`config.mk`:
```
export PLATFORM = sky130hd
export DESIGN_NAME = serdes_tx_sched
export DESIGN_NICKNAME = d
export VERILOG_FILES = /design/src/rtl/serdes_pkg.sv /design/src/rtl/rr_arbiter.sv /design/src/rtl/serdes_tx_sched.sv
export SDC_FILE = /design/constraint.sdc
export NUM_CORES = 1
export LEC_CHECK = 0
export BUFFER_PORTS_ARGS = -buffer_cell sky130_fd_sc_hd__clkbuf_2
export CAP_MARGIN = 20
export CORE_MARGIN = 8
export CORE_UTILIZATION = 40
export DETAILED_ROUTE_END_ITERATION = 8
export HOLD_SLACK_MARGIN = 0.06
export PLACE_DENSITY = 0.62
export SYNTH_ARGS = -nofsm -noshare
export SYNTH_HDL_FRONTEND = slang
export SYNTH_HIERARCHICAL = 1
export SYNTH_SLANG_ARGS = --single-unit
```
`constraint.sdc`:
```
create_clock -name clk -period 2.7 [get_ports clk]
set_clock_uncertainty 0.1 [all_clocks]
set_input_delay 0.675 -clock clk [delete_from_list [all_inputs] [get_ports clk]]
set_output_delay 0.675 -clock clk [all_outputs]
set_load 0.02 [all_outputs]
```
`src/rtl/serdes_pkg.sv`:
```
// Shared constants and types for the serializer symbol scheduler.
package serdes_pkg;

    localparam logic [7:0] K28_5            = 8'hBC;
    localparam int         SYM_BITS_DEFAULT = 10;

    typedef enum logic [1:0] {
        IDLE,
        ALIGN,
        RUN
    } tx_state_t;

endpackage

```
`src/rtl/rr_arbiter.sv`:
```
// Round-robin winner search over NUM_REQ requests, starting at a registered
// pointer that advances past the granted index when told to.
module rr_arbiter #(
    parameter int NUM_REQ = 4
) (
    input  logic                       clk,
    input  logic                       reset,
    input  logic [NUM_REQ-1:0]         req,
    input  logic                       ptr_update,
    input  logic [$clog2(NUM_REQ)-1:0] grant_idx,
    output logic [NUM_REQ-1:0]         grant,
    output logic                       valid
);

    localparam int PW = $clog2(NUM_REQ);

    logic [PW-1:0]      ptr_q;
    logic [PW-1:0]      ptr_d;
    logic [NUM_REQ-1:0] upper_mask;
    logic [NUM_REQ-1:0] masked_req;
    logic [NUM_REQ-1:0] pick_src;

    genvar gi;
    generate
        for (gi = 0; gi < NUM_REQ; gi++) begin : g_mask
            assign upper_mask[gi] = (PW'(gi) >= ptr_q);
        end
    endgenerate

    // Prefer requests at or above the pointer; fall back to the wrapped range.
    assign masked_req = req & upper_mask;
    assign pick_src   = (|masked_req) ? masked_req : req;
    assign grant      = pick_src & (~pick_src + NUM_REQ'(1));
    assign valid      = |req;

    always_comb begin
        ptr_d = ptr_q;
        if (ptr_update) begin
            ptr_d = (grant_idx == PW'(NUM_REQ - 1)) ? '0 : grant_idx + PW'(1);
        end
    end

    always_ff @(posedge clk or posedge reset) begin
        if (reset) begin
            ptr_q <= '0;
        end else begin
            ptr_q <= ptr_d;
        end
    end

endmodule

```
`src/rtl/serdes_tx_sched.sv`:
```
// Shares one serial lane among NUM_REQ byte sources, pacing loads to the PISO
// symbol period and inserting K28.5 commas for alignment and resync.
module serdes_tx_sched
    import serdes_pkg::*;
#(
    parameter int NUM_REQ     = 4,
    parameter int SYM_BITS    = SYM_BITS_DEFAULT,
    parameter int SYNC_PERIOD = 16,
    parameter int ALIGN_SYMS  = 4
) (
    input  logic                       clk,
    input  logic                       reset,
    input  logic                       ser_en,
    input  logic [NUM_REQ-1:0]         req_valid,
    input  logic [8*NUM_REQ-1:0]       req_data,
    output logic [NUM_REQ-1:0]         req_ready,
    output logic [7:0]                 tx_data,
    output logic                       tx_k,
    output logic                       tx_load,
    output logic [$clog2(NUM_REQ)-1:0] tx_src,
    output logic                       link_up
);

    localparam int PW = $clog2(NUM_REQ);
    localparam int SW = $clog2(SYM_BITS);
    localparam int YW = $clog2(SYNC_PERIOD);
    localparam int AW = $clog2(ALIGN_SYMS + 1);

    localparam logic [SW-1:0] SLOT_LAST  = SW'(SYM_BITS - 1);
    localparam logic [YW-1:0] SYNC_LAST  = YW'(SYNC_PERIOD - 1);
    localparam logic [AW-1:0] ALIGN_LAST = AW'(ALIGN_SYMS - 1);

    tx_state_t     state_q, state_d;
    logic [SW-1:0] slot_cnt_q, slot_cnt_d;
    logic [YW-1:0] sync_cnt_q, sync_cnt_d;
    logic [AW-1:0] align_cnt_q, align_cnt_d;
    logic [7:0]    tx_data_q, tx_data_d;
    logic          tx_k_q, tx_k_d;
    logic          tx_load_q, tx_load_d;
    logic [PW-1:0] tx_src_q, tx_src_d;
    logic          link_up_q, link_up_d;

    logic               decision;
    logic               data_sel;
    logic [NUM_REQ-1:0] arb_grant;
    logic               arb_valid;
    logic [PW-1:0]      grant_idx;
    logic [7:0]         win_byte;
    logic [PW-1:0]      enc_chain [NUM_REQ+1];

    rr_arbiter #(
        .NUM_REQ (NUM_REQ)
    ) u_arb (
        .clk        (clk),
        .reset      (reset),
        .req        (req_valid),
        .ptr_update (data_sel),
        .grant_idx  (grant_idx),
        .grant      (arb_grant),
        .valid      (arb_valid)
    );

    assign enc_chain[0] = '0;
    genvar gi;
    generate
        for (gi = 0; gi < NUM_REQ; gi++) begin : g_enc
            assign enc_chain[gi+1] = enc_chain[gi] | (arb_grant[gi] ? PW'(gi) : '0);
        end
    endgenerate
    assign grant_idx = enc_chain[NUM_REQ];
    assign win_byte  = req_data[{grant_idx, 3'b000} +: 8];

    // A dropped enable cancels the slot, so it also suppresses the decision.
    assign decision  = (state_q != IDLE) && ser_en && (slot_cnt_q == SLOT_LAST);
    assign data_sel  = decision && (state_q == RUN) && (sync_cnt_q != SYNC_LAST) && arb_valid;
    assign req_ready = data_sel ? arb_grant : '0;

    always_comb begin
        state_d     = state_q;
        slot_cnt_d  = slot_cnt_q;
        sync_cnt_d  = sync_cnt_q;
        align_cnt_d = align_cnt_q;
        tx_data_d   = tx_data_q;
        tx_k_d      = tx_k_q;
        tx_src_d    = tx_src_q;
        tx_load_d   = 1'b0;

        if (state_q == IDLE) begin
            if (ser_en) begin
                state_d = ALIGN;
            end
        end else if (!ser_en) begin
            state_d     = IDLE;
            slot_cnt_d  = '0;
            sync_cnt_d  = '0;
            align_cnt_d = '0;
        end else begin
            slot_cnt_d = (slot_cnt_q == SLOT_LAST) ? '0 : slot_cnt_q + SW'(1);
            if (decision) begin
                tx_load_d = 1'b1;
                if (data_sel) begin
                    tx_data_d  = win_byte;
                    tx_k_d     = 1'b0;
                    tx_src_d   = grant_idx;
                    sync_cnt_d = sync_cnt_q + YW'(1);
                end else begin
                    tx_data_d  = K28_5;
                    tx_k_d     = 1'b1;
                    sync_cnt_d = '0;
                    if (state_q == ALIGN) begin
                        align_cnt_d = align_cnt_q + AW'(1);
                        if (align_cnt_q == ALIGN_LAST) begin
                            state_d = RUN;
                        end
                    end
                end
            end
        end

        link_up_d = (state_d == RUN);
    end

    always_ff @(posedge clk or posedge reset) begin
        if (reset) begin
            state_q     <= IDLE;
            slot_cnt_q  <= '0;
            sync_cnt_q  <= '0;
            align_cnt_q <= '0;
            tx_data_q   <= '0;
            tx_k_q      <= 1'b0;
            tx_load_q   <= 1'b0;
            tx_src_q    <= '0;
            link_up_q   <= 1'b0;
        end else begin
            state_q     <= state_d;
            slot_cnt_q  <= slot_cnt_d;
            sync_cnt_q  <= sync_cnt_d;
            align_cnt_q <= align_cnt_d;
            tx_data_q   <= tx_data_d;
            tx_k_q      <= tx_k_d;
            tx_load_q   <= tx_load_d;
            tx_src_q    <= tx_src_d;
            link_up_q   <= link_up_d;
        end
    end

    assign tx_data = tx_data_q;
    assign tx_k    = tx_k_q;
    assign tx_load = tx_load_q;
    assign tx_src  = tx_src_q;
    assign link_up = link_up_q;

endmodule

```
After elaboration in Yosys (flattened, before gate mapping)
Cells that the tools add are included.

Add/subtract/negate cells: 5. Order comparisons: 4. Equal/unequal tests: 10. Shift-type cells: 1. Multiplexer cells: 27. Bitwise gates (word level): 6. Reductions and logical operators: 13.

Operator list (number): 32-bit by 6-bit variable part select with 8-bit output (1); 4-bit two-way mux (7); 2-bit two-way mux (10); 4-bit by 1-bit adder with 4-bit output (second input constant) (3); 3-bit two-way mux (4); 4-bit bitwise AND (2); 8-bit two-way mux (1); 4-bit AND reduction (2); 4-bit OR reduction (2); 2-bit equality test (second input constant) (3); 1-bit logical AND (5); 1-bit two-way mux (5); 4-bit equality test (second input constant) (1); 1-bit by 2-bit >= comparator with 1-bit output (first input constant) (2); 2-bit >= comparator (first input constant) (2); 2-bit by 1-bit != test with 1-bit output (second input constant) (2); 4-bit != test (second input constant) (1); 4-bit NOT (1); 3-bit by 1-bit adder with 3-bit output (second input constant) (1); 3-bit by 2-bit equality test with 1-bit output (second input constant) (1); 3-bit AND reduction (1); 2-bit by 1-bit adder with 2-bit output (second input constant) (1); 2-bit by 1-bit equality test with 1-bit output (second input constant) (1); 2-bit zero test (1); other kinds (6) (6).

Bits in registers: 28. Input bits: 39. Output and inout bits: 17. Logic and storage cells: 76.

Logic depth before layout (Yosys ltp)
Word-level depth: 12. Gate-level depth with buffers: 10. Gate-level depth less buffers: 9.

By module
The synthesis kept the hierarchy.

By module, submodules not included: serdes_tx_sched (instances 1, cells an instance 159, area each 1565.3 um2, seq. area each 650.6 um2); rr_arbiter (instances 1, cells an instance 26, area each 188.9 um2, seq. area each 50.0 um2).

Least setup slack after synthesis
No wires, ideal clock.

Path kind: input port to output port. Start point: input port ser_en. End point: output port req_ready[0]. Arrival: 1.685 ns. Data required time: 1.925 ns. Path slack: 0.240 ns. Stages on the path: 5. Cell sequence: buf_2 -> o21ai_2 -> nor4_4 -> buf_6 -> and2_1.

Cells in the longest elaborated chain, start to end: 6.

RTL lines: start: declaration (RTL line serdes_tx_sched.sv:13) `input logic ser_en,`; 1-bit logical AND (2 in a row) (RTL line serdes_tx_sched.sv:74) `assign decision = (state_q != IDLE) && ser_en && (slot_cnt_q == SLOT_LAST);`; 1-bit logical AND (3 in a row) (RTL line serdes_tx_sched.sv:75) `assign data_sel = decision && (state_q == RUN) && (sync_cnt_q != SYNC_LAST) && arb_valid;`; named net data_sel (RTL line serdes_tx_sched.sv:44) `logic data_sel;`; 4-bit two-way mux (RTL line serdes_tx_sched.sv:76) `assign req_ready = data_sel ? arb_grant : '0;`; end: declaration (RTL line serdes_tx_sched.sv:16) `output logic [NUM_REQ-1:0] req_ready,`.

The timed path passes the listed nets, and every way through them passes these cells.

Final worst setup path
Start point: input port req_valid[0]. End point: output port req_ready[3].

RTL lines: start: declaration (RTL line serdes_tx_sched.sv:14) `input logic [NUM_REQ-1:0] req_valid,`; 4-bit OR reduction (RTL line rr_arbiter.sv:34) `assign valid = |req;`; named net arb_valid (RTL line serdes_tx_sched.sv:46) `logic arb_valid;`; 1-bit logical AND (RTL line serdes_tx_sched.sv:75); 4-bit two-way mux (RTL line serdes_tx_sched.sv:76).

The timed path passes the listed nets, and every way through them passes these cells.

==> summary.md <==
| Metric | Value |
|---|---|
| Fmax achieved | `around 380 MHz` |
| TritonCTS buffer count | `3` |
| Row Count | `24` |
| Pwr Density | `approximately 430 nW/um2` |
| RSZ-0062 raised after global routing | `false` |
| Delay-heaviest family, CP | `simple AND/OR/NAND/NOR gates` |
| Most frequent cell after synthesis | `dfrtp_1` |
| Crit-path most repeated cell | `clkbuf_2` |
| Mean Syn Cell Area | `between 9 and 10 um2` |
| Gr ovfl total | `0` |
| Post-detailed-routing wire length | `4290 um` |
| Total GRT Usage | `0.1273` |
| I/O pin count | `56` |
| Outcome | `finished, final reports clean` |
| Switching Fraction | `0.2415` |
| Signal arrival time at the worst endpoint | `1.83 ns` |
| Crit share post-route | `0.9650` |
| Via/cell ratio | `between 5 and 6` |
| Post-synth EDFFs | `0` |
| Syn Inst Count | `185` |
| Max-Cap Viols | `0` |
| Port Buf Inserts | `55` |
| Yosys warnings | `6` |
| Via count | `roughly 1600` |
| DP Wirelength | `approximately 3400 um` |
| Starting DRC count in detailed routing | `39` |
| Min cycle time layout | `approximately 2.6 ns` |
| Max-slew violations | `0` |
| Cts hold-fix bufs | `0` |
| Largest net degree at the start of global routing | `27` |
| Worst-path clk slew | `~0.10 ns` |
| Clk root buf | `clkbuf_8` |
| Synthesized net count | `230` |
| Setup Viol. Count Final | `0` |
| Full die area | `about 6800 um2` |
| Vias in the first global route | `roughly 1500` |
| Synth Flop Type | `dfrtp_1` |
| Peak supply drop | `0.2603 mV` |
| DP Area | `2074 um2` |
| Core ar. | `4294 um2` |
| Leakage | `between 1 and 1.5 nW` |
| Pre-antenna DRT Iters | `4` |
| Sequential element share of the synthesized area | `0.3994` |
| Post-synth top area cell | `dfrtp_1` |
| N_diodes | `0` |
| CP bufs+invs | `3` |
| Internal | `about 0.00070 W` |
| Clock share of power | `0.361` |
| Largest cells by area after synthesis | `dfrtp_1, ha_1, nand2_1, o21ai_0, nor2_1` |
| Flops & latches, synth | `28` |
| Max-slew headroom | `0.6421` |
| Switching pwr | `roughly 0.00022 W` |
| H-tree depth | `1` |
| Initial Util | `0.4085` |
| Chip height | `between 80 and 90 um` |
| Slew @ Worst Pin | `between 0.5 and 0.6 ns` |
| CP Capture Type | `output port` |
| Startpoint class of the critical path | `input port` |
| Post-CTS Resized | `0` |
| Initial antenna violation count | `0` |
| Combinational power share | `0.149` |
| Synth-to-layout area growth | `23.18%` |
| Final ANT Viol Nets | `0` |
| Fin area | `about 2200 um2` |
| Top cells by count, synth | `dfrtp_1, nand2_1, nor2_1, o21ai_0, inv_1` |
| Async SR Flop Fraction | `1.000` |
| Crit-path slowest cell | `nor4_4` |
| Sequential share of power | `0.489` |
| Max stage delay on crit path | `about 0.26 ns` |
| Setup TNS | `0 ns` |
| Residual DRC count | `0` |
| First-pass GRT wire length | `6893 um` |
| Routability cong. | `around 0.89` |
| Skew-Pair Late Insertion Delay | `around 0.27 ns` |
| Post-layout nets | `between 200 and 300` |
| HP Class | `input port to asynchronous set/reset pin` |
| Wire length per cell | `between 10 and 15 um` |
| CP max FO | `6` |
| CP Class | `input port to output port` |
| CTS tree | `built` |
| Ratio of cells with drive above 1 in the final layout | `0.3388` |
| Area share of the largest cell type after synthesis | `0.3994` |
| Worst endpoint required time | `around 1.9 ns` |
| Unique masters post-synth | `44` |
| Sink Count | `28` |
| Die W | `82.22 um` |
| Synthesized area | `1754 um2` |
| Hold Vio Cnt, Final | `0` |
| Clk buf depth | `2` |
| Fin Hold WS | `approximately 0.12 ns` |
| Critical-path cell list | `clkbuf_2 > nor2_1 > nand2_1 > nand3b_4 > nor4_4 > buf_4 > and2_1 > clkbuf_2` |
-- final timing paths --
path	from	endpoint	depth (start not counted)	slack, ns
worst min register to register	tx_data[0]$_DFFE_PP0P_	tx_data[0]$_DFFE_PP0P_	2	0.39
worst max register to register	u_arb/ptr_q[1]$_DFFE_PP0P_	tx_data[0]$_DFFE_PP0P_	6	0.52
min in group clk	tx_data[0]$_DFFE_PP0P_	tx_data[0]$_DFFE_PP0P_	2	0.39
worst max-delay path	req_valid[0]	req_ready[3]	8	0.09
worst min-delay path	reset	u_arb/ptr_q[1]$_DFFE_PP0P_	2	0.12
max in group asynchronous	reset	tx_data[3]$_DFFE_PP0P_	3	1.92
-- logic make-up after synthesis --
kind of cell,Yosys count,share of synthesized area
simple gates,66,0.2140
compound gates,54,0.2261
flops,28,0.3994
buf+inv,22,0.06490
mux,8,0.04779
fa+ha+maj,6,0.04279
xor+xnor,1,0.004994
-- metal layers --
layer	track usage	part of all wire	vias to the layer above
met5	0	0	-
met4	0.05439	0.017	0
met1	0.1582	0.43	744
met2	0.2075	0.44	62
li1	-	-	785
met3	0.02814	0.11	6
-- worst reg2reg max path: stages, from the launching register on --
cell	delay, ns
dfrtp_1	0.45
inv_2	0.15
nor2_2	0.05
o311a_1	0.48
or2_1	0.40
a211oi_1	0.32
o41ai_2	0.11
-- state kept, by name (all words and copies together) (netlist names) --
name / cells
tx_k: 1
slot_cnt_q: 4
link_up: 1
u_arb/ptr_q: 2
tx_data: 8
align_cnt_q: 3
tx_src: 2
sync_cnt_q: 4
state_q: 2
tx_load: 1
-- what timing repair did --
action | in CTS | in global routing
endpoints found under the setup margin | 0 | 4
setup buffers | 0 | 2
hold endpoints to repair | 0 | 0
-- layout by cell type, fill, tap and decap left out, drive strengths merged, types with 2 or more instances in the layout --
cell type / instances
a211oi: 3
a21o: 2
a21oi: 8
a22o: 2
a31oi: 3
a32o: 5
and2: 5
buf: 9
clkbuf: 58
dfrtp: 28
ha: 6
inv: 11
mux2: 3
mux2i: 5
nand2: 17
nand3: 6
nand3b: 3
nor2: 16
nor2b: 5
nor3: 5
nor4: 2
o21ai: 16
o221a: 2
o22ai: 4
o311a: 2
o31ai: 2
o41ai: 3
or2: 3
-- power groups by stage --
| stage | clock network (W) | registers [W] | logic, W |
|---|---|---|---|
| after floorplan | 0 | 0.000458 | 0.0000845 |
| after global placement | 0 | 0.000458 | 0.000136 |
| after detailed placement | 0 | 0.000458 | 0.000137 |
| after CTS | 0.000341 | 0.000450 | 0.000138 |
| after global routing | 0.000358 | 0.000453 | 0.000154 |
| final | 0.000332 | 0.000450 | 0.000137 |
-- through the flow --
step / instances / utilization / setup WS, ns / total power (W)
global placement: 288 / 0.4831 / 0.1833 / 0.0005939
detailed placement: 288 / 0.4831 / 0.1478 / 0.0005952
global route: 294 / 0.5032 / 0.001253 / 0.0009651
CTS: 292 / 0.4997 / 0.002477 / 0.0009292
finish: 294 / 0.5032 / 0.09444 / 0.0009199
floorplan: 185 / - / 0.2403 / 0.0005423
-- area by class of cell --
type	count	area, um2
Clock buffer	3	41.29
Clock inverter	1	30.03
Fill cell	420	2133
Inverter	11	41.29
Multi-Input combinational cell	135	939.7
Sequential cell	28	700.7
Tap cell	52	65.06
Timing Repair Buffer	64	342.8
No activity file was read; power rests on OpenSTA's default activity.
